`config.mk`:
```
export PLATFORM = sky130hd
export DESIGN_NAME = icache_axi_refill_flat
export DESIGN_NICKNAME = d
export VERILOG_FILES = /design/src/rtl/icache_axi_refill_if.sv /design/src/rtl/icache_axi_refill.sv /design/src/flat_wrapper.sv
export SDC_FILE = /design/constraint.sdc
export NUM_CORES = 1
export LEC_CHECK = 0
export ABC_CLOCK_PERIOD_IN_PS = 11400
export CAP_MARGIN = 20
export CORE_MARGIN = 1
export CORE_UTILIZATION = 46
export CTS_CLUSTER_DIAMETER = 120
export DETAILED_ROUTE_END_ITERATION = 10
export GPL_TIMING_DRIVEN = 0
export PLACE_DENSITY = 0.81
export SYNTH_ARGS = -nofsm -noshare
export SYNTH_HDL_FRONTEND = slang
export SYNTH_SLANG_ARGS = --single-unit
```
`constraint.sdc`:
```
create_clock -name clk -period 11.4 [get_ports clk]
set_clock_uncertainty 0.05 [all_clocks]
set_input_delay 1.71 -clock clk [delete_from_list [all_inputs] [get_ports clk]]
set_output_delay 1.71 -clock clk [all_outputs]
set_load 0.02 [all_outputs]
```
`src/rtl/icache_axi_refill_if.sv`:
```
// Bus bundle between the ICache refill port, the refill responder and the
// AXI instruction-read master slot. The responder uses the master modport.
interface icache_axi_refill_if;
    // ICache line-read port
    logic         mem_inst_ren_i;
    logic [31:0]  mem_inst_araddr_i;
    logic         mem_inst_rvalid_o;
    logic [255:0] mem_inst_rdata_o;
    // AXI read-address channel
    logic [3:0]   arid;
    logic [31:0]  araddr;
    logic [7:0]   arlen;
    logic [2:0]   arsize;
    logic [1:0]   arburst;
    logic         arvalid;
    logic         arready;
    // AXI read-data channel
    logic [3:0]   rid;
    logic [31:0]  rdata;
    logic [1:0]   rresp;
    logic         rlast;
    logic         rvalid;
    logic         rready;

    modport master (
        input  mem_inst_ren_i, mem_inst_araddr_i,
        output mem_inst_rvalid_o, mem_inst_rdata_o,
        output arid, araddr, arlen, arsize, arburst, arvalid,
        input  arready,
        input  rid, rdata, rresp, rlast, rvalid,
        output rready
    );

    modport slave (
        output mem_inst_ren_i, mem_inst_araddr_i,
        input  mem_inst_rvalid_o, mem_inst_rdata_o,
        input  arid, araddr, arlen, arsize, arburst, arvalid,
        output arready,
        output rid, rdata, rresp, rlast, rvalid,
        input  rready
    );
endinterface

```
`src/rtl/icache_axi_refill.sv`:
```
// ICache line-refill responder: turns a level-held line-read request into a
// single 8-beat AXI4 INCR burst, assembles the beats into a 256-bit line and
// returns it with a one-cycle valid pulse. A request that is withdrawn or
// retargeted while the burst is in flight is marked cancelled; the burst is
// still drained (AXI cannot abort it) but no line is returned.
module icache_axi_refill #(
    parameter logic [3:0] AXI_ID = 4'h0,
    parameter int         BEATS  = 8
) (
    input  logic                clk,
    input  logic                rst,
    icache_axi_refill_if.master bus
);

    localparam int         CNT_W   = $clog2(BEATS);
    localparam logic [7:0] ARLEN_C = 8'(BEATS - 32'sd1);

    typedef enum logic [1:0] {
        IDLE = 2'b00,
        AR   = 2'b01,
        R    = 2'b10,
        RESP = 2'b11
    } state_t;

    state_t                 state_r;
    state_t                 state_d;
    logic                   arvalid_r;
    logic                   arvalid_d;
    logic                   rready_r;
    logic                   rready_d;
    logic                   pulse_r;
    logic                   pulse_d;
    logic                   cancel_r;
    logic                   cancel_d;
    logic [31:0]            line_addr_r;
    logic [31:0]            line_addr_d;
    logic [CNT_W-1:0]       beat_r;
    logic [CNT_W-1:0]       beat_d;
    logic [BEATS*32-1:0]    line_buf_r;
    logic                   beat_we_s;
    logic                   mismatch_s;
    logic                   unused_ok_s;

    // The request no longer describes the line being fetched.
    assign mismatch_s = (~bus.mem_inst_ren_i) |
                        (bus.mem_inst_araddr_i[31:5] != line_addr_r[31:5]);

    // Next-state and next-output decode for the refill sequence.
    always_comb begin
        state_d     = state_r;
        arvalid_d   = arvalid_r;
        rready_d    = rready_r;
        pulse_d     = 1'b0;
        cancel_d    = cancel_r;
        line_addr_d = line_addr_r;
        beat_d      = beat_r;
        beat_we_s   = 1'b0;
        case (state_r)
            IDLE: begin
                if (bus.mem_inst_ren_i) begin
                    line_addr_d = {bus.mem_inst_araddr_i[31:5], 5'b00000};
                    cancel_d    = 1'b0;
                    beat_d      = '0;
                    arvalid_d   = 1'b1;
                    state_d     = AR;
                end else begin
                    state_d = IDLE;
                end
            end
            AR: begin
                cancel_d = cancel_r | mismatch_s;
                if (arvalid_r && bus.arready) begin
                    arvalid_d = 1'b0;
                    rready_d  = 1'b1;
                    state_d   = R;
                end else begin
                    state_d = AR;
                end
            end
            R: begin
                cancel_d = cancel_r | mismatch_s;
                if (bus.rvalid) begin
                    beat_we_s = 1'b1;
                    beat_d    = beat_r + CNT_W'(1);
                    // rlast, not the beat counter, closes the burst
                    if (bus.rlast) begin
                        rready_d = 1'b0;
                        pulse_d  = ~(cancel_r | mismatch_s);
                        state_d  = RESP;
                    end else begin
                        state_d = R;
                    end
                end else begin
                    state_d = R;
                end
            end
            RESP: begin
                // no relaunch here: the ICache only drops ren on seeing the pulse
                state_d = IDLE;
            end
            default: begin
                state_d   = IDLE;
                arvalid_d = 1'b0;
                rready_d  = 1'b0;
            end
        endcase
    end

    // State register.
    always_ff @(posedge clk or posedge rst) begin
        if (rst) begin
            state_r <= IDLE;
        end else begin
            state_r <= state_d;
        end
    end

    // Registered handshake outputs, request address and bookkeeping.
    always_ff @(posedge clk or posedge rst) begin
        if (rst) begin
            arvalid_r   <= 1'b0;
            rready_r    <= 1'b0;
            pulse_r     <= 1'b0;
            cancel_r    <= 1'b0;
            line_addr_r <= 32'h0000_0000;
            beat_r      <= '0;
        end else begin
            arvalid_r   <= arvalid_d;
            rready_r    <= rready_d;
            pulse_r     <= pulse_d;
            cancel_r    <= cancel_d;
            line_addr_r <= line_addr_d;
            beat_r      <= beat_d;
        end
    end

    // Line buffer: each accepted beat lands in the slot named by the beat counter.
    always_ff @(posedge clk or posedge rst) begin
        if (rst) begin
            line_buf_r <= '0;
        end else if (beat_we_s) begin
            line_buf_r[int'(beat_r) * 32 +: 32] <= bus.rdata;
        end else begin
            line_buf_r <= line_buf_r;
        end
    end

    assign bus.arid              = AXI_ID;
    assign bus.araddr            = line_addr_r;
    assign bus.arlen             = ARLEN_C;
    assign bus.arsize            = 3'b010;
    assign bus.arburst           = 2'b01;
    assign bus.arvalid           = arvalid_r;
    assign bus.rready            = rready_r;
    assign bus.mem_inst_rvalid_o = pulse_r;
    assign bus.mem_inst_rdata_o  = line_buf_r;

    // rid/rresp are deliberately ignored and the in-line offset is don't-care.
    assign unused_ok_s = ^{bus.rid, bus.rresp, bus.mem_inst_araddr_i[4:0]};

endmodule

```
`src/flat_wrapper.sv`:
```
// flat-port wrapper written by rule: the top's interface ports become plain ports
module icache_axi_refill_flat 
#(
    parameter logic [3:0] AXI_ID = 4'h0,
    parameter int         BEATS  = 8
)
  (clk, rst, bus_mem_inst_ren_i, bus_mem_inst_araddr_i, bus_mem_inst_rvalid_o, bus_mem_inst_rdata_o, bus_arid, bus_araddr, bus_arlen, bus_arsize, bus_arburst, bus_arvalid, bus_arready, bus_rid, bus_rdata, bus_rresp, bus_rlast, bus_rvalid, bus_rready);
  icache_axi_refill_if bus_i ();
  input  logic clk;
  input  logic rst;
  input wire logic [$bits(bus_i.mem_inst_ren_i)-1:0] bus_mem_inst_ren_i;
  input wire logic [$bits(bus_i.mem_inst_araddr_i)-1:0] bus_mem_inst_araddr_i;
  output wire logic [$bits(bus_i.mem_inst_rvalid_o)-1:0] bus_mem_inst_rvalid_o;
  output wire logic [$bits(bus_i.mem_inst_rdata_o)-1:0] bus_mem_inst_rdata_o;
  output wire logic [$bits(bus_i.arid)-1:0] bus_arid;
  output wire logic [$bits(bus_i.araddr)-1:0] bus_araddr;
  output wire logic [$bits(bus_i.arlen)-1:0] bus_arlen;
  output wire logic [$bits(bus_i.arsize)-1:0] bus_arsize;
  output wire logic [$bits(bus_i.arburst)-1:0] bus_arburst;
  output wire logic [$bits(bus_i.arvalid)-1:0] bus_arvalid;
  input wire logic [$bits(bus_i.arready)-1:0] bus_arready;
  input wire logic [$bits(bus_i.rid)-1:0] bus_rid;
  input wire logic [$bits(bus_i.rdata)-1:0] bus_rdata;
  input wire logic [$bits(bus_i.rresp)-1:0] bus_rresp;
  input wire logic [$bits(bus_i.rlast)-1:0] bus_rlast;
  input wire logic [$bits(bus_i.rvalid)-1:0] bus_rvalid;
  output wire logic [$bits(bus_i.rready)-1:0] bus_rready;
  assign bus_i.mem_inst_ren_i = bus_mem_inst_ren_i;
  assign bus_i.mem_inst_araddr_i = bus_mem_inst_araddr_i;
  assign bus_mem_inst_rvalid_o = bus_i.mem_inst_rvalid_o;
  assign bus_mem_inst_rdata_o = bus_i.mem_inst_rdata_o;
  assign bus_arid = bus_i.arid;
  assign bus_araddr = bus_i.araddr;
  assign bus_arlen = bus_i.arlen;
  assign bus_arsize = bus_i.arsize;
  assign bus_arburst = bus_i.arburst;
  assign bus_arvalid = bus_i.arvalid;
  assign bus_i.arready = bus_arready;
  assign bus_i.rid = bus_rid;
  assign bus_i.rdata = bus_rdata;
  assign bus_i.rresp = bus_rresp;
  assign bus_i.rlast = bus_rlast;
  assign bus_i.rvalid = bus_rvalid;
  assign bus_rready = bus_i.rready;
  icache_axi_refill #(.AXI_ID(AXI_ID), .BEATS(BEATS)) u_core (.clk(clk), .rst(rst), .bus(bus_i));
endmodule
```
==> impl_metrics.tcl, run 1 <==
set metrics [dict create \
    status "completed" \
    crit_type "primary input to flip-flop" \
    setup-tns-final_ns 0 \
    grt_pass1_wl_um 54460 \
    postCtsSetupBuffers 0 \
    ys_seq_elements 292 \
    cts.sinks 292 \
    routed_wirelength_um 34950 \
    synthDominantCellAreaShare_pct 63.87 \
    r2r-start "u_core.beat_r[0]" \
    nNetsFinal 1568 \
    worst_r2r_endpoint "u_core.bus.mem_inst_rdata_o[65]" \
    end_kind "flip-flop" \
    main_combinational_cell_family_by_area_after_synthesis "simple AND/OR/NAND/NOR gates" \
    timing.final.crit_share_pct 31.30 \
    ctsHtreeMaxLevel 1 \
    critical_path.startpoint_type "primary input" \
    io_buffer_count 350 \
    drc_errors 0 \
    final.fill_count 1857 \
    timing_hold_violations_final 0 \
    r2r_cells 10 \
    power_switching_share_pct 31.37 \
    die_area_um2 25510 \
    p_comb_share_pct 28.9 \
    worstPathArrival_ns 3.91 \
    global_route.usage.total_pct 27.45 \
    power.density_nw_per_um2 186.3 \
    timing.fmax_ghz 0.2803 \
    total_clock_buffers_created_by_cts 30 \
    preCtsSetupSlack_ns 7.319 \
    die-height_um 159.7 \
    synthSimpleGateAreaFrac_pct 13.04 \
    maxSlewHeadroom_pct 55.99 \
    intPower_mw 2.099 \
    worst_slew_pin_slew_ns 0.6602 \
    cts_hold_buf 0 \
    final.min_clock_period_ns 3.568 \
    synth.mux.area_fraction_pct 5.807 \
    hold_path.startpoint "u_core.bus.mem_inst_rdata_o[93]" \
    cell_rows 57 \
    root_buffer "clkbuf_16" \
    initial_utilization_pct 46.91 \
    cts_tree "yes" \
    syn_area_um2 11440 \
    timing.critical_path.required_ns 11.74 \
    crit_fanout 10 \
    fin_worst_hold_slack_ns 0.4282 \
    hp-class "flip-flop to flip-flop" \
    clk_path_buf_depth 3 \
    leading_cell_types_in_the_layout_fill_and_taps_excluded "clkdlybuf4s50_1 (350), nand2_1 (328), dfrtp_1 (292)" \
    dp_hpwl_um 26310 \
    dr_total_vias 9609 \
    post_detailed_route_wirelength_per_cell_um 19.12 \
    ant_nets 0 \
    coreArea_um2 24390 \
    timing.max_cap.violations 0 \
    initialDrtViolationCount 576 \
    post_synthesis_cells 1082 \
    most_area_hungry_cell_type_in_the_yosys_netlist "dfrtp_1" \
    area_share_of_xor_xnor_cells_in_the_synthesized_design_pct 2.067 \
    netSwitchingPower_uw 959.4 \
    ff2ff_setup_slack_ns 8.64 \
    proportion_of_synthesized_chip_area_in_sequential_cells_pct 63.87 \
    synth_area_per_cell_um2 10.57 \
    static-leakage-power_nw 6.858 \
    cts_resized 0 \
    first_pass_iters 5 \
    post_route_cells_drive_above_1_share_pct 9.980 \
    share_of_the_synthesized_area_in_compound_gates_ao_oa_aoi_oai_pct 10.72 \
    layout_setup_ws_ns 7.832 \
    timing.final.max_slew_violations 0 \
    io_pins 384 \
    crit_startpoint "bus_rvalid" \
    netlist-cell-type-count 32 \
    p_seq_share_pct 41.0 \
    report.final.setup_viol 0 \
    first_global_vias 9610 \
    p_clk_share_pct 30.1 \
    routed_via_density 5.257 \
    timing.hold.worst_endpoint "u_core.bus.mem_inst_rdata_o[93]" \
    clk_pin_slew_worst_paths_ns 0.06 \
    utilization_pct 67.28 \
    grt_setup_unrepaired "no" \
    most_common_cell_after_layout_fill_and_taps_aside "clkdlybuf4s50_1" \
    die_width_um 159.7 \
    netlist_top_cells_area "dfrtp_1 (64%), nand2_1 (11%), o21ai_0 (6.3%)" \
    clk-insertion-delay-late_ns 0.54 \
    timing.hold.worst_path_depth 2 \
    final_weighted_congestion_of_routability_driven_global_placement 0.8544 \
    vdd.ir_drop.worst_v 0.0001667 \
    post_synth_fa_ha_maj_area_fraction_pct 0.6562 \
    synth_warnings 0 \
    grt.overflow.total 0 \
    synthToLayoutAreaGrowth_pct 43.44 \
    antenna_violations_before_repair 1 \
    grt_max_degree 116 \
]
==> layout make-up <==
cell class	count	area (um2)	area share, %
Inverter	6	30.03	0.1830
Sequential cell	292	7307	44.53
Clock buffer	41	873.3	5.322
Antenna cell	1	2.502	0.01525
Timing Repair Buffer	352	3558	21.68
Clock inverter	8	47.55	0.2897
Buffer	83	410.4	2.501
Tap cell	324	405.4	2.470
Multi-Input combinational cell	721	3776	23.01
==> metal layers <==
metal / global-route usage, % / vias to the layer above / part of all wire (%)
li1: - / 4363 / -
met1: 33.97 / 4693 / 38
met2: 45.73 / 447 / 49
met3: 6.312 / 106 / 8.0
met4: 12.89 / 0 / 4.8
met5: 0 / - / 0
==> how the worst max path moves through the flow <==
stage,end,slack [ns],cells after the start
2_1_floorplan,asynchronous set/reset pin,1.58,1
3_3_place_gp,u_core.bus.mem_inst_rdata_o[97],-1.73,2
3_5_place_dp,u_core.bus.mem_inst_rdata_o[238],7.32,7
4_1_cts,u_core.bus.mem_inst_rdata_o[235],7.85,7
5_1_grt,u_core.bus.mem_inst_rdata_o[235],7.65,7
6_report,u_core.bus.mem_inst_rdata_o[235],7.83,7
==> cell usage after synthesis <==
library cell and n:
a21oi_1 4, conb_1 2, buf_2 10, o21ai_0 144, dfrtp_1 292, inv_1 5, mux2_2 59, inv_2 1
nand2b_1 2, and2_1 1, nor2b_1 2, a31oi_1 1, and3_1 1, nand4_1 9, nor2_1 5, xnor2_1 27
nor4_4 1, or3b_1 1, nand3_2 2, a22o_1 3, nand3_1 4, o21ai_1 89, nand2_1 328, ha_1 6
a21boi_0 1, nand3b_2 4, nor3_2 1, nor3_1 2, nor2_2 1, clkbuf_1 50, buf_4 23, nor4_1 1
==> sequential cells by signal, indices dropped and copies added (netlist names), named ones only <==
signal	cells
u_core.bus.mem_inst_rvalid_o	1
u_core.bus.arvalid	1
u_core.beat_r	3
u_core.cancel_r	1
u_core.bus.araddr	27
u_core.state_r	1
u_core.bus.rready	1
u_core.bus.mem_inst_rdata_o	256
==> power groups by stage <==
| stage | combinational [mW] | clock (mW) | sequential [mW] |
|---|---|---|---|
| 2_1_floorplan | 0.350 | 0 | 1.40 |
| 3_3_place_gp | 0.864 | 0 | 1.26 |
| 3_5_place_dp | 0.883 | 0 | 1.27 |
| 4_1_cts | 0.889 | 0.929 | 1.25 |
| 5_1_grt | 0.941 | 0.971 | 1.27 |
| 6_report | 0.883 | 0.921 | 1.25 |
==> worst max-delay path, stage by stage <==
cell	delay, ns
clkdlybuf4s50_1	0.64
nand2_1	0.20
nor3_2	0.37
nand2_1	0.38
clkbuf_1	0.34
nand2_1	0.15
o21ai_0	0.10
==> through the flow <==
stage | total power, mW | cells | area [um2]
floorplan | 1.752 | 1102 | 11520
global placement | 2.128 | 1776 | 15420
detailed placement | 2.152 | 1778 | 15490
CTS | 3.071 | 1827 | 16410
global route | 3.181 | 1828 | 16410
finish | 3.058 | 1828 | 16410
==> logic make-up after synthesis <==
| family | Yosys count |
|---|---|
| buffers and inverters | 89 |
| flip-flops | 292 |
| multiplexers | 59 |
| other | 2 |
| adder cells (fa/ha/maj) | 6 |
| AO/OA/AOI/OAI | 242 |
| XOR/XNOR | 27 |
| AND/OR/NAND/NOR | 365 |
Note: power is estimated with default switching activity, not from simulation.
==> run 2, diff against run 1 <==
--- a/config.mk
+++ b/config.mk
@@ -5,7 +5,7 @@
 export SDC_FILE = /design/constraint.sdc
 export NUM_CORES = 1
 export LEC_CHECK = 0
-export ABC_CLOCK_PERIOD_IN_PS = 11400
+export ABC_CLOCK_PERIOD_IN_PS = 3400
 export CAP_MARGIN = 20
 export CORE_MARGIN = 1
 export CORE_UTILIZATION = 46
==> constraint.sdc (replaced) <==
create_clock -name clk -period 3.4 [get_ports clk]
set_clock_uncertainty 0.05 [all_clocks]
set_input_delay 0.51 -clock clk [delete_from_list [all_inputs] [get_ports clk]]
set_output_delay 0.51 -clock clk [all_outputs]
set_load 0.02 [all_outputs]
==> run 2 against run 1 <==
Global-route usage increased by 0.47 points. Power grew to 3.5 times the previous value. Critical path depth is 3 higher.
==> impl_metrics.tcl, run 2 (synthesis results as in run 1) <==
set metrics [dict create \
    fin_worst_hold_slack_ns 0.4122 \
    leading_cell_types_in_the_layout_fill_and_taps_excluded "clkdlybuf4s50_1 (350), nand2_1 (328), dfrtp_1 (292)" \
    worst_slew_pin_slew_ns 0.8005 \
    critical_path.startpoint_type "flip-flop" \
    timing.critical_path.required_ns 3.81 \
    dr_total_vias 9666 \
    dp_hpwl_um 27070 \
    grt_max_degree 43 \
    cts_resized 0 \
    static-leakage-power_nw 6.952 \
    initialDrtViolationCount 593 \
    die-height_um 159.7 \
    final_weighted_congestion_of_routability_driven_global_placement 0.8643 \
    nNetsFinal 1573 \
    cts_tree "yes" \
    status "completed" \
    timing.final.crit_share_pct 79.88 \
    antenna_violations_before_repair 2 \
    netSwitchingPower_mw 3.280 \
    clk_path_buf_depth 3 \
    coreArea_um2 24390 \
    post_route_cells_drive_above_1_share_pct 10.44 \
    hp-class "primary input to asynchronous set/reset pin" \
    postLayoutCellArea_um2 16640 \
    initial_utilization_pct 46.91 \
    routed_wirelength_um 35470 \
    grt.overflow.total 0 \
    cts_hold_buf 0 \
    final.fill_count 1822 \
    end_kind "flip-flop" \
    worstPathArrival_ns 3.13 \
    p_clk_share_pct 32.6 \
    vdd.ir_drop.worst_v 0.0005378 \
    maxSlewHeadroom_pct 46.52 \
    io_pins 384 \
    largest_register_ffs 256 \
    crit_type "flip-flop to flip-flop" \
    p_comb_share_pct 28.0 \
    grt_pass1_wl_um 55510 \
    drc_errors 0 \
    crit_fanout 10 \
    global_route.usage.total_pct 27.92 \
    post_detailed_route_wirelength_per_cell_um 19.29 \
    worst_r2r_endpoint "u_core.bus.mem_inst_rdata_o[239]" \
    multiInputGateArea_um2 3776 \
    clk-insertion-delay-late_ns 0.54 \
    ff2ff_setup_slack_ns 0.68 \
    intPower_mw 7.407 \
    timing.final.max_slew_violations 0 \
    clk_pin_slew_worst_paths_ns 0.06 \
    timing.fmax_ghz 0.3682 \
    routed_via_density 5.256 \
    first_global_vias 9739 \
    root_buffer "clkbuf_16" \
    final-seq-area_um2 7307 \
    power_switching_share_pct 30.69 \
    grt_setup_unrepaired "no" \
    cts.sinks 292 \
    first_pass_iters 6 \
    dpl-instance-area_um2 15580 \
    cell_rows 57 \
    ant_nets 0 \
    postCtsSetupBuffers 0 \
    r2r-start "u_core.beat_r[0]" \
    power.density_nw_per_um2 642.1 \
    total_clock_buffers_created_by_cts 30 \
    die_area_um2 25510 \
    timing_hold_violations_final 0 \
    ctsHtreeMaxLevel 1 \
    die_width_um 159.7 \
    synthToLayoutAreaGrowth_pct 45.46 \
    most_common_cell_after_layout_fill_and_taps_aside "clkdlybuf4s50_1" \
    r2r_cells 10 \
    p_seq_share_pct 39.4 \
    final.min_clock_period_ns 2.716 \
    report.final.setup_viol 0 \
    setup-tns-final_ns 0 \
    timing.max_cap.violations 0 \
    io_buffer_count 350 \
]
-- run 2: worst max-delay path by stage --
stage | slack [ns] | endpoint | from | cells after the start
2_1_floorplan | -1.04 | asynchronous set/reset pin | rst | 1
3_3_place_gp | -2.97 | u_core.bus.mem_inst_rdata_o[129] | rst | 2
3_5_place_dp | 0.54 | u_core.bus.mem_inst_rdata_o[239] | bus_rvalid | 7
4_1_cts | 0.62 | u_core.bus.mem_inst_rdata_o[76] | u_core.beat_r[0] | 10
5_1_grt | 0.40 | u_core.bus.mem_inst_rdata_o[240] | u_core.beat_r[0] | 10
6_report | 0.68 | u_core.bus.mem_inst_rdata_o[239] | u_core.beat_r[0] | 10
-- run 2: area by class of cell --
class / count / area share (%)
diodes: 2 / 0.03007
plain buffers: 83 / 2.466
clock buffers: 41 / 5.127
clock inverters: 13 / 1.248
inverters: 6 / 0.1579
multi-input cells: 721 / 22.69
flip-flops and latches: 292 / 43.91
well taps: 324 / 2.436
repair buffers: 357 / 21.94
-- run 2: metal layers --
metal	vias up	global-route usage, %	routed length [um]
met1	4763	33.77	13490
met5	-	0	0
met2	431	47.88	17670
met4	0	11.89	1638
li1	4377	-	-
met3	95	6.494	2669
-- run 2: through the flow --
step / utilization, % / setup slack, ns / power [mW] / std cells
after floorplan: - / -1.035 / 5.876 / 1102
after global placement: 63.26 / -2.968 / 7.143 / 1776
after detailed placement: 63.86 / 0.5381 / 7.246 / 1783
after CTS: 68.21 / 0.6152 / 10.75 / 1837
after global routing: 68.23 / 0.4015 / 11.10 / 1839
final: 68.23 / 0.6842 / 10.69 / 1839
-- run 2: power groups by stage --
| stage | registers, mW | logic (mW) | clock network (mW) |
|---|---|---|---|
| after global placement | 4.24 | 2.90 | 0 |
| after floorplan | 4.70 | 1.17 | 0 |
| final | 4.21 | 2.99 | 3.48 |
| after global routing | 4.26 | 3.17 | 3.67 |
| after detailed placement | 4.26 | 2.99 | 0 |
| after CTS | 4.21 | 3.01 | 3.54 |
-- run 2: worst max-delay path, cell delays in order, from the launching register on --
cell	delay, ns
dfrtp_1	0.35
buf_4	0.20
inv_2	0.09
ha_1	0.21
ha_1	0.26
clkbuf_1	0.36
nor2_1	0.09
nand2_1	0.33
clkbuf_1	0.48
nand2_1	0.12
o21ai_0	0.09
==> run 3, diff against run 2 <==
--- a/config.mk
+++ b/config.mk
@@ -5,14 +5,14 @@
 export SDC_FILE = /design/constraint.sdc
 export NUM_CORES = 1
 export LEC_CHECK = 0
-export ABC_CLOCK_PERIOD_IN_PS = 3400
+export ABC_CLOCK_PERIOD_IN_PS = 2300
 export CAP_MARGIN = 20
 export CORE_MARGIN = 1
-export CORE_UTILIZATION = 46
+export CORE_UTILIZATION = 41
 export CTS_CLUSTER_DIAMETER = 120
 export DETAILED_ROUTE_END_ITERATION = 10
 export GPL_TIMING_DRIVEN = 0
-export PLACE_DENSITY = 0.81
+export PLACE_DENSITY = 0.76
 export SYNTH_ARGS = -nofsm -noshare
 export SYNTH_HDL_FRONTEND = slang
 export SYNTH_SLANG_ARGS = --single-unit
==> constraint.sdc (replaced) <==
create_clock -name clk -period 2.3 [get_ports clk]
set_clock_uncertainty 0.05 [all_clocks]
set_input_delay 0.345 -clock clk [delete_from_list [all_inputs] [get_ports clk]]
set_output_delay 0.345 -clock clk [all_outputs]
set_load 0.02 [all_outputs]
==> run 3 against run 2 <==
First-iteration DRC count is 3.2% higher. Via count shrank 0.67%. Clock power up 57%. Cell area up 2.3%. Sequential share of layout area fell by 1.0 points.
==> impl_metrics.tcl, run 3 (synthesis results as in run 1) <==
set metrics [dict create \
    status "completed" \
    cell_rows 60 \
    wl_met3_um 2490 \
    wl_met2_um 17410 \
    netSwitchingPower_mw 4.909 \
    cts.sinks 292 \
    dpl.cell_count 1832 \
    grt_setup_unrepaired "no" \
    static-leakage-power_nw 7.283 \
    drc_errors 0 \
    initialDrtViolationCount 612 \
    initial_utilization_pct 42.10 \
    dp_hpwl_um 27110 \
    crit_fanout 10 \
    timing.final.crit_share_pct 95.07 \
    p_comb_share_pct 28.2 \
    totalPowerFinal_mw 16.21 \
    cts_tree "yes" \
    cts_hold_buf 0 \
    timing.final.max_slew_violations 0 \
    intPower_mw 11.30 \
    p_clk_share_pct 33.6 \
    leading_cell_types_in_the_layout_fill_and_taps_excluded "clkdlybuf4s50_1 (350), nand2_1 (327), dfrtp_1 (292)" \
    nNetsFinal 1578 \
    power.density_nw_per_um2 951.9 \
    grt_pass1_wl_um 54720 \
    p_seq_share_pct 38.2 \
    die_area_um2 28580 \
    dr_total_vias 9601 \
    timing.critical_path.required_ns 2.69 \
    most_common_cell_after_layout_fill_and_taps_aside "clkdlybuf4s50_1" \
    clk_path_buf_depth 3 \
    largest_register_ffs 256 \
    final_weighted_congestion_of_routability_driven_global_placement 0.8457 \
    final.min_clock_period_ns 2.187 \
    global_route.usage.total_pct 24.86 \
    post_detailed_route_wirelength_per_cell_um 18.73 \
    io_pins 384 \
    die_width_um 169.0 \
    synthToLayoutAreaGrowth_pct 48.84 \
    utilization_pct 62.66 \
    crit_type "flip-flop to flip-flop" \
    end_kind "flip-flop" \
    timing.fmax_ghz 0.4573 \
    critical_path.startpoint_type "flip-flop" \
    timing.max_cap.violations 0 \
    vdd.ir_drop.worst_v 0.0008974 \
    first_pass_iters 4 \
    timing_hold_violations_final 0 \
    total_clock_buffers_created_by_cts 31 \
    routed_wirelength_um 35430 \
    root_buffer "clkbuf_16" \
    routed_via_density 5.075 \
    clk_pin_slew_worst_paths_ns 0.06 \
    antenna_violations_before_repair 1 \
    io_buffer_count 350 \
    post_route_cells_drive_above_1_share_pct 13.96 \
    clk-insertion-delay-late_ns 0.56 \
    routedLengthMet1_um 14060 \
    maxSlewHeadroom_pct 53.65 \
    ant_nets 0 \
    report.final.setup_viol 0 \
    power_switching_share_pct 30.29 \
    ctsHtreeMaxLevel 1 \
    worstPathArrival_ns 2.57 \
    worst_slew_pin_slew_ns 0.6938 \
    hp-class "primary input to asynchronous set/reset pin" \
    grt.overflow.total 0 \
    coreArea_um2 27180 \
    count_of_non_filler_cells_in_the_finished_layout 1892 \
    first_global_vias 9681 \
    grt_max_degree 42 \
    highest_layer "met4" \
    die-height_um 169.0 \
]
-- run 3: final timing paths --
kind | from | end | slack, ns | cells after the start
worst max-delay path | u_core.beat_r[0] | u_core.bus.mem_inst_rdata_o[9] | 0.11 | 9
worst min-delay path | rst | u_core.bus.mem_inst_rdata_o[186] | 0.19 | 2
worst max register to register | u_core.beat_r[0] | u_core.bus.mem_inst_rdata_o[9] | 0.11 | 9
worst min register to register | u_core.bus.mem_inst_rdata_o[167] | u_core.bus.mem_inst_rdata_o[167] | 0.43 | 2
max in group asynchronous | rst | u_core.bus.mem_inst_rdata_o[193] | 0.65 | 6
min in group clk | bus_rlast | u_core.bus.mem_inst_rvalid_o | 0.35 | 3
-- run 3: per-layer routing --
metal  global-route usage, %  vias to the layer above
met5                       0                        -
met4                   9.479                        0
met3                   5.541                       77
met2                   42.63                      382
met1                   30.67                     4745
li1                        -                     4397
-- run 3: metrics by stage --
stage	setup slack [ns]	cell area, um2	hold WS (ns)	setup TNS, ns
floorplan	-1.970	11520	0.4223	-575.29
global placement	-3.958	15490	0.4126	-1205.05
detailed placement	-0.4910	15660	0.4194	-76.62
CTS	0.004967	16990	0.1925	0
global route	0.006336	17030	0.2493	0
finish	0.1134	17030	0.1926	0
-- run 3: cell type report --
| class | count | area (um2) |
|---|---|---|
| repair buffers | 363 | 3725 |
| well taps | 372 | 465.4 |
| flip-flops and latches | 292 | 7307 |
| multi-input cells | 722 | 3846 |
| clock buffers | 45 | 918.4 |
| diodes | 1 | 2.502 |
| plain buffers | 80 | 526.8 |
| clock inverters | 11 | 209.0 |
| inverters | 6 | 28.78 |
| fillers | 2206 | 10150 |
-- run 3: critical path, stage by stage (launching register included) --
cell,delay [ns]
dfrtp_1,0.39
buf_6,0.16
inv_4,0.08
ha_2,0.19
ha_4,0.25
nor3_1,0.19
nand4_1,0.11
buf_4,0.17
buf_4,0.18
mux2_2,0.29
-- run 3: power groups by stage --
| stage | clock network, mW | registers, mW | logic [mW] |
|---|---|---|---|
| CTS | 5.51 | 6.20 | 4.58 |
| global placement | 0 | 6.25 | 4.32 |
| global route | 5.71 | 6.28 | 4.85 |
| detailed placement | 0 | 6.28 | 4.44 |
| finish | 5.45 | 6.20 | 4.57 |
| floorplan | 0 | 6.95 | 1.73 |
-- run 3: what timing repair did --
| action | 4_1_cts | 5_1_grt |
|---|---|---|
| pin swaps | 3 | 1 |
| setup endpoints to repair | 256 | 192 |
| gates resized for setup | 51 | 55 |
| hold endpoints to repair | 0 | 0 |
| buffers inserted | 5 | 0 |
| gates cloned | 1 | 0 |
